==> config.mk <==
export PLATFORM = sky130hd
export DESIGN_NAME = mvm_ctrl
export DESIGN_NICKNAME = d
export VERILOG_FILES = /design/src/rtl/mvm_pkg.sv /design/src/rtl/mvm_align_pipe.sv /design/src/rtl/mvm_ctrl.sv
export SDC_FILE = /design/constraint.sdc
export NUM_CORES = 1
export LEC_CHECK = 0
export CAP_MARGIN = 20
export CORE_MARGIN = 1
export CORE_UTILIZATION = 30
export DETAILED_ROUTE_END_ITERATION = 7
export MAX_ROUTING_LAYER = met4
export SYNTH_ARGS = -nofsm -noshare
export SYNTH_HDL_FRONTEND = slang
export SYNTH_SLANG_ARGS = --single-unit
==> constraint.sdc <==
create_clock -name clk -period 1.8 [get_ports clk]
set_input_delay 0.18 -clock clk [delete_from_list [all_inputs] [get_ports clk]]
set_output_delay 0.18 -clock clk [all_outputs]
set_load 0.01 [all_outputs]
==> src/rtl/mvm_pkg.sv <==
// Shared types and constants for the matrix-vector multiply controller.
package mvm_pkg;

  // Controller phases
  typedef enum logic [2:0] {
    IDLE   = 3'd0,
    LOAD_X = 3'd1,
    RUN    = 3'd2,
    DRAIN  = 3'd3,
    DONE   = 3'd4
  } state_t;

  // A-row memory read latency in cycles
  localparam int unsigned RD_LAT  = 1;

  // X vector is streamed as three 24-bit beats of three 8-bit elements
  localparam int unsigned X_W     = 24;
  localparam int unsigned X_BEATS = 3;

endpackage

==> src/rtl/mvm_align_pipe.sv <==
// Fixed-depth delay line used to align enables and addresses with the datapath.
module mvm_align_pipe #(
  parameter int unsigned DEPTH = 1,
  parameter int unsigned WIDTH = 1
) (
  input  logic             clk,
  input  logic             rst,
  input  logic [WIDTH-1:0] sig,
  output logic [WIDTH-1:0] sig_dly
);

  logic [WIDTH-1:0] stage [DEPTH];

  // Shift register, cleared by reset
  always_ff @(posedge clk) begin
    if (rst) begin
      for (int i = 0; i < DEPTH; i++) stage[i] <= '0;
    end else begin
      stage[0] <= sig;
      for (int i = 1; i < DEPTH; i++) stage[i] <= stage[i-1];
    end
  end

  assign sig_dly = stage[DEPTH-1];

endmodule

==> src/rtl/mvm_ctrl.sv <==
// Sequencer for a matrix-vector multiply: loads X, streams A-row reads, counts writebacks.
module mvm_ctrl
  import mvm_pkg::*;
#(
  parameter int unsigned ROWS   = 16,
  parameter int unsigned ADDR_W = 4
) (
  input  logic              clk,
  input  logic              rst,
  input  logic              start,
  input  logic [ADDR_W:0]   n_rows,
  input  logic              x_valid,
  input  logic [X_W-1:0]    x_data,
  output logic              x_ready,
  output logic [X_W-1:0]    x_reg1,
  output logic [X_W-1:0]    x_reg2,
  output logic [X_W-1:0]    x_reg3,
  output logic              a_rd_en,
  output logic [ADDR_W-1:0] a_addr,
  output logic              alu_en,
  input  logic              alu_web,
  output logic [ADDR_W-1:0] res_addr,
  output logic              busy,
  output logic              done
);

  localparam int unsigned     CNT_W    = ADDR_W + 1;
  localparam logic [CNT_W-1:0] ROWS_MAX = CNT_W'(ROWS);
  localparam logic [1:0]       LAST_BEAT = 2'(X_BEATS - 1);

  state_t             state;
  logic [CNT_W-1:0]   n_lat;
  logic [CNT_W-1:0]   rd_cnt;
  logic [CNT_W-1:0]   wb_cnt;
  logic [1:0]         x_cnt;
  logic [CNT_W:0]     wb_sum_c;

  // Writebacks including the one arriving this cycle, so DONE lines up with the last alu_web
  assign wb_sum_c = {1'b0, wb_cnt} + (CNT_W+1)'(alu_web);

  assign a_addr = rd_cnt[ADDR_W-1:0];

  // Controller FSM with registered outputs and job counters
  always_ff @(posedge clk) begin
    if (rst) begin
      state   <= IDLE;
      n_lat   <= '0;
      rd_cnt  <= '0;
      wb_cnt  <= '0;
      x_cnt   <= '0;
      x_ready <= 1'b0;
      x_reg1  <= '0;
      x_reg2  <= '0;
      x_reg3  <= '0;
      a_rd_en <= 1'b0;
      busy    <= 1'b0;
      done    <= 1'b0;
    end else begin
      done <= 1'b0;

      // Writebacks only count inside a job; saturate rather than wrap
      if (busy && alu_web && (wb_cnt != '1)) wb_cnt <= wb_cnt + CNT_W'(1);

      case (state)
        IDLE: begin
          if (start) begin
            n_lat   <= (n_rows > ROWS_MAX) ? ROWS_MAX : n_rows;
            x_cnt   <= '0;
            wb_cnt  <= '0;
            rd_cnt  <= '0;
            x_ready <= 1'b1;
            busy    <= 1'b1;
            state   <= LOAD_X;
          end
        end

        LOAD_X: begin
          if (x_valid) begin
            case (x_cnt)
              2'd0:    x_reg1 <= x_data;
              2'd1:    x_reg2 <= x_data;
              2'd2:    x_reg3 <= x_data;
              default: ;
            endcase
            if (x_cnt == LAST_BEAT) begin
              x_ready <= 1'b0;
              if (n_lat == '0) begin
                done  <= 1'b1;
                state <= DONE;
              end else begin
                a_rd_en <= 1'b1;
                rd_cnt  <= '0;
                state   <= RUN;
              end
            end else begin
              x_cnt <= x_cnt + 2'd1;
            end
          end
        end

        RUN: begin
          if (rd_cnt == n_lat - CNT_W'(1)) begin
            a_rd_en <= 1'b0;
            state   <= DRAIN;
          end else begin
            rd_cnt <= rd_cnt + CNT_W'(1);
          end
        end

        DRAIN: begin
          if (wb_sum_c == {1'b0, n_lat}) begin
            done  <= 1'b1;
            state <= DONE;
          end
        end

        DONE: begin
          busy  <= 1'b0;
          state <= IDLE;
        end

        default: begin
          a_rd_en <= 1'b0;
          x_ready <= 1'b0;
          busy    <= 1'b0;
          state   <= IDLE;
        end
      endcase
    end
  end

  // Data from the A memory arrives RD_LAT cycles after the read strobe
  mvm_align_pipe #(
    .DEPTH (RD_LAT),
    .WIDTH (1)
  ) u_en_pipe (
    .clk     (clk),
    .rst     (rst),
    .sig     (a_rd_en),
    .sig_dly (alu_en)
  );

  // Result address trails the read address by memory latency plus one MAC stage
  mvm_align_pipe #(
    .DEPTH (RD_LAT + 1),
    .WIDTH (ADDR_W)
  ) u_addr_pipe (
    .clk     (clk),
    .rst     (rst),
    .sig     (a_addr),
    .sig_dly (res_addr)
  );

endmodule

==> results.md <==
- Clock Power Share: a little over a third
- CP required: between 2 and 2.5 ns
- Max-slew headroom: about three quarters
- Worst slew pin tran: 0.3790 ns
- Drt pass-1 iters: 5
- Mapped Avg Cell Area: 8.091 um2
- Comb power frac: 16.3%
- Sink Count: approximately 110
- Initial antenna violation count: 0
- Ys flop type: dfxtp_1
- Clk_skew: about 0.0067 ns
- Post-Synthesis Cells: 527
- Final Hold Violating Endpoints: 0
- Wirelength per Cell: 14.49 um
- Synth warnings: 0
- Total number of vias: 3933
- RSZ-0062 raised after global routing: true
- Worst setup EP type: flop
- Worst-path maximum fanout: 6
- Slew Viols, Final: 0
- Tcrit/Tclk final: 100.8%
- Pre-CTS setup slack: -0.4653 ns
- Max cap viols: 0
- Sequential share of power: 47.4%
- VDD IR max: ~0.00074 V
- Cell Area, Synth: 4264 um2
- Vias/cell: ~4.7
- Leak: 2.222 nW
- First-pass GRT wire length: 18.71 mm
- Final min period: 1.815 ns
- Overall global routing resource usage: 16.99%
- Non-Filler Instances: 830
- Final WS setup: -0.01494 ns
- Yosys reg bits: 105
- Int Pwr: around 3.9 mW
- Setup violators final: 1
- PD cells: 842.0 nW/um2
- Synth-to-Final Area Change: 45.39%
- Total Power: 5.220 mW
- Reg clk slew, reported paths: 0.07 ns
- Final wirelength: around 12 mm
- Mapped Nets: 570
- Ant. Diodes: 0
- Vias in the first global route: 3699
- Critical path data arrival time: 2.11 ns
- Die Area: 14690 um2
- H-tree depth: 3
- Share of cells above drive strength 1: 12.00%
- CTS tree: yes
- Core Rows: 43
- Min-Delay Path Class: input port to flop
- Commonest non-fill, non-tap cell in the layout: nand2_1
- Clock Latency Late Sink: between 0.3 and 0.4 ns
- Asr flop ratio synth: 0%
- Post-synth EDFFs: 0
- HPWL after DPL: 8.050 mm
- Netlist cell types: 45
- Fmax: 0.5510 GHz
- Placed Cells: between 800 and 900
- Max clock buf depth: 2
- Hold_ws: 0.1405 ns
- Run status: complete, but fails checks
- Core area: 13880 um2
- Fillers: 1356
- Remaining global-route overflow: 0
- Commonest non-fill, non-tap cells in the layout: nand2_1 (162), clkdlybuf4s50_1 (116), dfxtp_1 (99), a21oi_1 (81), buf_4 (27)
- CP startpoint kind: flop
- Routability cong.: 0.7931
- Iteration-0 DRC Markers: 209
- Die height: 121.2 um
- Sw frac: about 26%
- Num CTS Buffers: 9
- Starting Density: 30.72%
- CTS root buf: clkbuf_16
- Sequential share of the synthesized area: 49.30%
- Worst Path Class, Setup: flop to flop
- Num ports: 119
- DIE WIDTH: 121.2 um
- ANT nets after route: 0
- Buffers on Ports: around 120
- Nets: 689
- Failing checks: negative setup slack
- Pin count of the biggest net entering global routing: 86
- Sw power: 1.352 mW
- # DRC: 0
-- registers in the layout, indices dropped and copies added, names as in the netlist --
register           cells
x_reg1                24
x_reg2                24
x_reg3                24
u_addr_pipe.stage      8
n_lat                  5
rd_cnt                 5
wb_cnt                 5
state                  3
x_cnt                  2
a_rd_en                1
busy                   1
done                   1
u_en_pipe.stage        1
x_ready                1
-- cell families after synthesis --
| group | after synthesis | synth area share (%) |
|---|---|---|
| AOI/OAI and AO/OA | 105 | 13.70 |
| and+or+nand+nor | 236 | 24.41 |
| xor gates and xnor gates | 17 | 3.492 |
| muxes | 3 | 0.7043 |
| buffers and inverters | 52 | 5.751 |
| DFF | 105 | 49.30 |
| adders and majority gates | 9 | 2.641 |
-- cells in the mapped netlist, types with 4 or more instances --
library cell  number  area (um2)
buf_4              8       60.06
inv_1             10       37.54
nor3_1             6       30.03
nor3b_1            6       45.04
dfxtp_1          105        2102
nand4_1            4       25.02
nand3_1           11       55.05
ha_1               9       112.6
buf_2             10       50.05
xnor2_1            9       78.83
nand2_1          162       608.1
a21oi_1           81       405.4
nor2_1            21       78.83
xor2_1             8       70.07
nor2b_1            7       43.79
clkbuf_1          23       86.33
o21ai_0            6       30.03
-- repair_timing --
action | CTS | global route
setup buffers | 2 | 4
pin swaps | 6 | 11
hold buffers | 0 | 0
resized for setup | 8 | 26
setup endpoints to repair | 3 | 17
hold endpoints to repair | 0 | 0
-- through the flow --
step	utilization, %	instance area, um2	TNS (ns)
floorplan	-	4269	0
global placement	41.12	5708	-1.187
detailed placement	41.12	5708	-1.496
CTS	43.56	6046	0
global route	44.66	6200	-0.1280
finish	44.66	6200	-0.01494
-- per-layer routing --
metal  wire length, um  GRT usage, %
met4               240         6.327
met5                 0             -
met2              5940         27.11
met1              5371         20.36
met3               474         4.746
-- worst max-delay path: stages (launching register included) --
cell and delay, ns:
dfxtp_1 0.54, xor2_1 0.22, xnor2_1 0.14, o211a_1 0.19, buf_6 0.13, or4b_1 0.45
nand3_1 0.09
-- power groups by stage --
stage / Sequential, mW / Clock, mW / Combinational, mW
2_1_floorplan: 2.52 / 0 / 0.388
3_3_place_gp: 2.52 / 0 / 0.779
3_5_place_dp: 2.52 / 0 / 0.792
4_1_cts: 2.47 / 1.95 / 0.810
5_1_grt: 2.48 / 2.07 / 0.930
6_report: 2.47 / 1.90 / 0.851
-- final cells by class --
type	count	area (um2)	area share, %
Clock buffer	11	264.0	4.258
Clock inverter	4	23.77	0.3835
Inverter	10	37.54	0.6054
Multi-Input combinational cell	370	2068	33.36
Sequential cell	105	2112	34.07
Tap cell	180	225.2	3.633
Timing Repair Buffer	150	1469	23.69
-- final timing paths --
check                                                   startpoint                                  to  slack (ns)  cells after the start
worst min-delay path                                           rst               n_lat[2]$_SDFFE_PP0P_        0.14                      2
worst min register to register  u_addr_pipe.stage[0][0]$_SDFF_PP0_  u_addr_pipe.stage[0][4]$_SDFF_PP0_        0.44                      1
worst max register to register               n_lat[3]$_SDFFE_PP0P_              rd_cnt[2]$_SDFFE_PP0P_       -0.01                      6
worst max-delay path                         n_lat[3]$_SDFFE_PP0P_              rd_cnt[2]$_SDFFE_PP0P_       -0.01                      6
Note: power is estimated with default switching activity, not from simulation.
